File: src/rtl/reorder_buffer.sv
// Circular reorder buffer: in-order allocation, out-of-order writeback,
// in-order single-entry commit with branch-mispredict flush.
module reorder_buffer #(
    parameter int ROB_INDEX_BIT = 3
) (
    input  logic                     clk_in,
    input  logic                     rst_in,
    input  logic                     rdy_in,
    input  logic                     issue_valid,
    input  logic [4:0]               issue_rd,
    input  logic                     issue_is_br,
    input  logic                     issue_pred_taken,
    input  logic                     issue_ready,
    input  logic [31:0]              issue_val,
    output logic                     full,
    output logic [ROB_INDEX_BIT-1:0] issue_rob_id,
    input  logic                     wb_valid,
    input  logic [ROB_INDEX_BIT-1:0] wb_rob_id,
    input  logic [31:0]              wb_val,
    input  logic                     wb_taken,
    input  logic [31:0]              wb_target,
    input  logic [ROB_INDEX_BIT-1:0] qry_id1,
    input  logic [ROB_INDEX_BIT-1:0] qry_id2,
    output logic                     qry_ready1,
    output logic [31:0]              qry_val1,
    output logic                     qry_ready2,
    output logic [31:0]              qry_val2,
    output logic [4:0]               commit_rd,
    output logic [31:0]              commit_val,
    output logic [ROB_INDEX_BIT-1:0] commit_rob_id,
    output logic                     clear,
    output logic [31:0]              redirect_pc
);

    localparam int DEPTH = 1 << ROB_INDEX_BIT;
    localparam int CW    = ROB_INDEX_BIT + 1;
    localparam logic [ROB_INDEX_BIT-1:0] IDX_ONE = ROB_INDEX_BIT'(1);
    localparam logic [CW-1:0]            CNT_ONE = CW'(1);

    logic [ROB_INDEX_BIT-1:0] head_r;
    logic [ROB_INDEX_BIT-1:0] tail_r;
    logic [CW-1:0]            count_r;

    logic [DEPTH-1:0]         busy_r;
    logic [DEPTH-1:0]         ready_r;
    logic [DEPTH-1:0]         is_br_r;
    logic [DEPTH-1:0]         pred_r;
    logic [DEPTH-1:0]         taken_r;
    logic [DEPTH-1:0][4:0]    rd_r;
    logic [DEPTH-1:0][31:0]   val_r;
    logic [DEPTH-1:0][31:0]   target_r;

    logic full_s;
    logic do_commit_s;
    logic mispredict_s;
    logic do_issue_s;
    logic do_wb_s;

    assign full         = full_s;
    assign issue_rob_id = tail_r;

    // Per-cycle decisions; the cycle in which clear is high accepts no issue or writeback
    always_comb begin
        full_s       = (count_r == CW'(DEPTH));
        do_commit_s  = !clear && (count_r != {CW{1'b0}}) && ready_r[head_r];
        mispredict_s = do_commit_s && is_br_r[head_r] && (taken_r[head_r] != pred_r[head_r]);
        do_issue_s   = issue_valid && !full_s && !clear;
        do_wb_s      = wb_valid && !clear && busy_r[wb_rob_id];
    end

    // Operand lookups with same-cycle writeback bypass
    always_comb begin
        qry_ready1 = ready_r[qry_id1];
        qry_val1   = val_r[qry_id1];
        qry_ready2 = ready_r[qry_id2];
        qry_val2   = val_r[qry_id2];
        if (wb_valid && (wb_rob_id == qry_id1)) begin
            qry_ready1 = 1'b1;
            qry_val1   = wb_val;
        end else begin
            qry_ready1 = ready_r[qry_id1];
            qry_val1   = val_r[qry_id1];
        end
        if (wb_valid && (wb_rob_id == qry_id2)) begin
            qry_ready2 = 1'b1;
            qry_val2   = wb_val;
        end else begin
            qry_ready2 = ready_r[qry_id2];
            qry_val2   = val_r[qry_id2];
        end
    end

    // Entry storage, pointers and the registered commit/flush outputs
    always_ff @(posedge clk_in) begin
        if (rst_in) begin
            head_r        <= {ROB_INDEX_BIT{1'b0}};
            tail_r        <= {ROB_INDEX_BIT{1'b0}};
            count_r       <= {CW{1'b0}};
            busy_r        <= {DEPTH{1'b0}};
            ready_r       <= {DEPTH{1'b0}};
            is_br_r       <= {DEPTH{1'b0}};
            pred_r        <= {DEPTH{1'b0}};
            taken_r       <= {DEPTH{1'b0}};
            rd_r          <= {(DEPTH*5){1'b0}};
            val_r         <= {(DEPTH*32){1'b0}};
            target_r      <= {(DEPTH*32){1'b0}};
            commit_rd     <= 5'd0;
            commit_val    <= 32'd0;
            commit_rob_id <= {ROB_INDEX_BIT{1'b0}};
            clear         <= 1'b0;
            redirect_pc   <= 32'd0;
        end else if (rdy_in) begin
            commit_rd <= 5'd0;
            clear     <= 1'b0;
            if (mispredict_s) begin
                // Wrong-path entries are discarded wholesale, including this cycle's issue
                clear         <= 1'b1;
                redirect_pc   <= target_r[head_r];
                commit_val    <= val_r[head_r];
                commit_rob_id <= head_r;
                head_r        <= {ROB_INDEX_BIT{1'b0}};
                tail_r        <= {ROB_INDEX_BIT{1'b0}};
                count_r       <= {CW{1'b0}};
                busy_r        <= {DEPTH{1'b0}};
                ready_r       <= {DEPTH{1'b0}};
            end else begin
                if (do_wb_s) begin
                    ready_r[wb_rob_id]  <= 1'b1;
                    val_r[wb_rob_id]    <= wb_val;
                    taken_r[wb_rob_id]  <= wb_taken;
                    target_r[wb_rob_id] <= wb_target;
                end
                if (do_issue_s) begin
                    busy_r[tail_r]   <= 1'b1;
                    ready_r[tail_r]  <= issue_ready;
                    rd_r[tail_r]     <= issue_rd;
                    is_br_r[tail_r]  <= issue_is_br;
                    pred_r[tail_r]   <= issue_pred_taken;
                    taken_r[tail_r]  <= issue_pred_taken;
                    val_r[tail_r]    <= issue_val;
                    target_r[tail_r] <= 32'd0;
                    tail_r           <= tail_r + IDX_ONE;
                end
                if (do_commit_s) begin
                    busy_r[head_r]  <= 1'b0;
                    ready_r[head_r] <= 1'b0;
                    commit_rd       <= is_br_r[head_r] ? 5'd0 : rd_r[head_r];
                    commit_val      <= val_r[head_r];
                    commit_rob_id   <= head_r;
                    head_r          <= head_r + IDX_ONE;
                end
                case ({do_issue_s, do_commit_s})
                    2'b10:   count_r <= count_r + CNT_ONE;
                    2'b01:   count_r <= count_r - CNT_ONE;
                    default: count_r <= count_r;
                endcase
            end
        end
    end

endmodule
File: config.mk
export PLATFORM = sky130hd
export DESIGN_NAME = reorder_buffer
export DESIGN_NICKNAME = d
export VERILOG_FILES = /design/src/rtl/reorder_buffer.sv
export SDC_FILE = /design/constraint.sdc
export NUM_CORES = 2
export LEC_CHECK = 0
export BUFFER_PORTS_ARGS = -buffer_cell sky130_fd_sc_hd__buf_2
export CELL_PAD_IN_SITES_DETAIL_PLACEMENT = 1
export CELL_PAD_IN_SITES_GLOBAL_PLACEMENT = 1
export CORE_UTILIZATION = 48
export CTS_CLUSTER_SIZE = 25
export DETAILED_ROUTE_END_ITERATION = 6
export GPL_ROUTABILITY_DRIVEN = 1
export PLACE_DENSITY_LB_ADDON = 0.05
export RECOVER_POWER = 100
export SLEW_MARGIN = 15
export SYNTH_ARGS = -nofsm -noshare
export SYNTH_HDL_FRONTEND = slang
export SYNTH_SLANG_ARGS = --single-unit
File: constraint.sdc
create_clock -name clk_in -period 3.05 [get_ports clk_in]
set_clock_uncertainty 0.1 [all_clocks]
set_input_delay 0.1525 -clock clk_in [delete_from_list [all_inputs] [get_ports clk_in]]
set_output_delay 0.1525 -clock clk_in [all_outputs]
set_load 0.02 [all_outputs]
# Yosys cells after proc, flatten, opt, wreduce, memory -nomap -nowiden
# Cells that the tools add are included.
# word_totals
reg_bits	675
input_bits	119
output_inout_bits	143
wordCells	182
# op_classes
addsub	4
n_lt_le_gt_ge	8
n_eq_ne	6
muxes	94
bitwise	8
reduce_logical	25
# op_table
operator	count
$mux W256	10
$bwmux W256	3
$bmux W32 S3	4
$mux W32	10
$and A256 B256 Y256	1
$not A256 Y256	1
$demux W32 S3	2
$mux W8	21
$bwmux W40	1
$bwmux W8	5
$mux W5	5
$bmux W1 S3	7
$lt A3 B4 Y1 const B	5
$mux W3	6
$and A8 B8 Y8	2
$or A8 B8 Y8	2
$bmux W5 S3	1
$demux W5 S3	1
$logic_and A1 B1 Y1	13
$mux W1	13
$reduce_and A2 Y1	5
$demux W1 S3	3
$ge A3 B1 Y1 const B	3
$not A8 Y8	1
other kinds (16)	20

# Depth between registers and ports, before layout
# depth
word_depth	17
mapped_depth	13
mapped_depth_nobuf	11

# Worst setup path before layout
# No wires, ideal clock.
# synth_path
path_kind	register to register
start	register head_r[1]
end	register count_r[3]
setup_ns	0.106
t_arrival_ns	2.548
required_ns	2.844
setup_slack_ns	0.296
stages_incl_launch_ff	10
n_path_buf	0
period_less_slack_ns	2.754
path_cell_list	dfxtp_1 -> mux2_2 -> a21o_1 -> o311ai_0 -> inv_1 -> ha_1 -> and3_1 -> o21ai_0 -> o22ai_1 -> o311ai_0
# synth_via
elab_chain_len	7
elab_cells_between_ends	18
classes_between	3 x eq/ne; 10 x mux; 5 x reduce/logical
# synth_rtl
item	line_no	text
start: declaration	40	logic [ROB_INDEX_BIT-1:0] head_r;
start signal: assignment	96	head_r <= {ROB_INDEX_BIT{1'b0}};
start signal: assignment	121	head_r <= {ROB_INDEX_BIT{1'b0}};
start signal: assignment	150	head_r <= head_r + IDX_ONE;
parallel branches: the longest is 7 deep, another holds $pmux W4 S2	n/a	
end signal: assignment	98	count_r <= {CW{1'b0}};
end signal: assignment	123	count_r <= {CW{1'b0}};
end signal: assignment	153	2'b10: count_r <= count_r + CNT_ONE;
end: declaration	42	logic [CW-1:0] count_r;
# Several ways; the timed one is not identified. The select of a mux whose other input is x is not followed.
# A chain may end at the register's enable or synchronous reset.

# Worst setup path after layout
# layout_path
start	register head_r[2]
end	register val_r[14] in the netlist's numbering
# layout_via
elab_chain_len	7
elab_cells_between_ends	14
classes_between	1 x eq/ne; 8 x mux; 1 x bitwise; 4 x reduce/logical
# layout_rtl
item	line_no	text
$bmux W1 S3	65	do_commit_s = !clear && (count_r != {CW{1'b0}}) && ready_r[head_r];
$mux W1 (not written as such)	65	
$logic_and A1 B1 Y1	65	
$logic_and A1 B1 Y1	66	mispredict_s = do_commit_s && is_br_r[head_r] && (taken_r[head_r] != pred_r[head_r]);
$logic_and A1 B1 Y1 (*)	66	
$not A1 Y1 (no source line) (*)	n/a	
$reduce_and A2 Y1 (no source line) (*)	n/a	
end signal: assignment	105	val_r <= {(DEPTH*32){1'b0}};
end signal: indexed assignment	129	val_r[wb_rob_id] <= wb_val;
end signal: indexed assignment	140	val_r[tail_r] <= issue_val;
end: declaration	50	logic [DEPTH-1:0][31:0] val_r;
# Mark *: on every way between the ends. The rest lies on a longest branch, timed or not. The select of a mux whose other input is x is not followed.

==> impl_metrics.tcl <==
set metrics [dict create \
    cp-end-kind "register" \
    drive_gt1_frac 0.195 \
    maxSlewViolCount 0 \
    wl_mm 181 \
    gr-usage-all-layers 0.425 \
    final_design_area_no_fill_sq_um 46400 \
    stdcell_count 5647 \
    numPortBuffers 261 \
    htree_levels 3 \
    worstPathMaxFanout 75 \
    multi_input_area_sq_um 22000 \
    netlist_top_cells_count "675 x dfxtp_1, 452 x inv_1, 336 x o21ai_0, 293 x clkbuf_1, 246 x a221oi_1" \
    pre_cts_ws_ns 0.0542 \
    start_util 0.484 \
    crit_top_cell "buf_4" \
    grt_max_degree 203 \
    synthDistinctLibCells 90 \
    period_needed_ns 3.03 \
    arrival_ns 3.42 \
    cts_buffer_depth 3 \
    hold_violations 0 \
    via_per_inst 7.15 \
    core_area_sq_um 80400 \
    synth_area_leaders "dfxtp_1 35%, mux4_2 8.9%, a221oi_1 5.5%" \
    synthMostInstantiatedCell "dfxtp_1" \
    async_reset_ff_frac 0 \
    syn2layout_area_growth_pct 19.1 \
    hold_slack_ns 0.296 \
    max_freq_mhz 330 \
    synthCells 4307 \
    cts.reportedPaths.clkPinSlew_ns 0.06 \
    tritoncts "built" \
    syn_nets 4430 \
    synth_ff_type "dfxtp_1" \
    path_class "reg2reg" \
    synth.avg_cell_area_sq_um 9.04 \
    slew_headroom 0.108 \
    dieArea_sq_um 82300 \
    cp_top_family "buffers and inverters" \
    ys_seq_area_frac 0.347 \
    synth_area_sq_um 38900 \
    clock_latency_ns 0.67 \
    yosysWarnings 0 \
    power_density_nw_per_um2 465 \
    crit_chain "buf_4, mux4_2, nand2_1, nand2_4, and2_4, a21oi_4, buf_4, buf_16, a221oi_1" \
    p_leak_nw 15.2 \
    grt.overflow.total 0 \
    die_w_um 287 \
    hold_path.class "in2reg" \
    final-setup-viol-count 0 \
    min_period_over_period 0.992 \
    synth_edf_count 0 \
    root_buffer "clkbuf_16" \
    critPathLaunchType "register" \
    finalWorstSetupSlack_ns 0.0238 \
    timing.max_cap.violations 0 \
    ys_ff_latch 675 \
    critPathBufInv 3 \
    postPlaceCellArea_sq_um 42300 \
    antenna_found_initial 12 \
    first_pass_iters 6 \
    numClockSinks 675 \
    fp.dieH_um 287 \
    drcViolationCount 0 \
    dp.cells 5377 \
    ant_nets 0 \
    cts_buffers 79 \
    yosysTopAreaCell "dfxtp_1" \
    synth_top_area_share 0.347 \
    nFillCells 9103 \
    gp_congestion 0.927 \
    slowest_delay_ns 0.39 \
    place_hpwl_mm 108 \
    vias 40375 \
    grt_pass1_vias 39840 \
    ir_drop_mv 0.378 \
    seqCellArea_sq_um 13500 \
    cp.required_ns 3.44 \
    fp-row-count 104 \
    slowest_stage "dfxtp_4" \
    io_pins 262 \
    rsz0062_at_grt "yes" \
    max_slew.worst_pin.slew_ns 1.34 \
    status "finished, final reports clean" \
    nets 4648 \
    first_iter_violations 4913 \
    grt_pass1_wl_mm 264 \
    drt-wirelength-per-cell_um 32.0 \
]
==> stage by stage <==
step | TNS [ns] | power [mW] | utilization
5_1_grt | -0.306 | 22.0 | 0.577
2_1_floorplan | 0 | 10.6 | -
3_5_place_dp | 0 | 11.6 | 0.526
6_report | 0 | 21.6 | 0.577
4_1_cts | 0 | 21.5 | 0.574
3_3_place_gp | 0 | 11.5 | 0.526
==> cells in the final DEF (no fill, tap or decap), types with 114 or more instances in the layout <==
master         count
dfxtp_1          672
inv_1            451
o21ai_0          335
nand2_1          218
a221oi_1         218
mux2i_1          201
o32ai_1          193
buf_4            175
nor2_1           169
a21oi_1          169
mux4_2           153
clkbuf_1         137
nand3b_1         130
or3_1            127
buf_2            126
a221oi_2         118
dlygate4sd3_1    114
==> logic make-up (layout without fill, tap and decap cells) <==
family | Yosys count | in the layout | synth area share
other cells | 0 | 1 | 0
xor+xnor | 12 | 12 | 0.00337
fa+ha+maj | 4 | 4 | 0.00129
mux | 371 | 371 | 0.145
flops | 675 | 675 | 0.347
buf+inv | 947 | 1225 | 0.101
compound gates | 1483 | 1483 | 0.293
simple gates | 815 | 816 | 0.109
==> final cells by class <==
type | count | share of cell area
multi-input combinational | 2686 | 0.474
sequential | 675 | 0.292
timing repair buffer | 627 | 0.110
clock buffer | 114 | 0.0503
inverter | 456 | 0.0370
tap | 1060 | 0.0286
clock inverter | 28 | 0.00761
antenna | 1 | 0.0000540
==> flip-flops by register name, indices dropped and copies added, names as in the netlist <==
signal,count
busy_r,8
pred_r,8
rd_r,40
taken_r,8
commit_val,32
commit_rd,5
commit_rob_id,3
issue_rob_id,3
target_r,256
val_r,256
clear,1
redirect_pc,32
is_br_r,8
count_r,4
head_r,3
ready_r,8
==> worst register-to-register path: cells and delay by family, from the launching register on <==
kind | cells | cell delay (ns)
buf+inv | 3 | 0.78
simple gates | 3 | 0.73
flops | 1 | 0.39
compound gates | 2 | 0.50
mux | 1 | 0.37
==> metal layers <==
layer | vias up | share of wire | track usage
met5 | - | 0.00050 | 0
met3 | 652 | 0.11 | 0.0934
met4 | 16 | 0.059 | 0.217
met1 | 20274 | 0.40 | 0.567
li1 | 16881 | - | -
met2 | 2552 | 0.44 | 0.646
==> final timing paths <==
check | startpoint | endpoint | cells after the start | slack, ns
worst max-delay path | head_r[2] | val_r[14] | 9 | 0.02
worst min-delay path | wb_target[17] | target_r[17] | 4 | 0.30
worst max register to register | head_r[2] | val_r[14] | 9 | 0.02
worst min register to register | commit_rd[2] | commit_rd[2] | 2 | 0.36
==> timing repair <==
action	CTS	global route
setup buffers	0	11
endpoints found under the setup margin	0	216
hold endpoints to repair	591	0
resized for setup	0	51
hold buffers	114	0
==> report_power, final <==
| part | leakage [nW] | internal [mW] | switching, mW |
|---|---|---|---|
| clock | 1.33 | 5.70 | 4.27 |
| sequential | 5.45 | 8.92 | 0.114 |
| combinational | 8.40 | 0.853 | 1.72 |
| total | 15.2 | 15.5 | 6.11 |
Power figures use the tool's default switching activity.
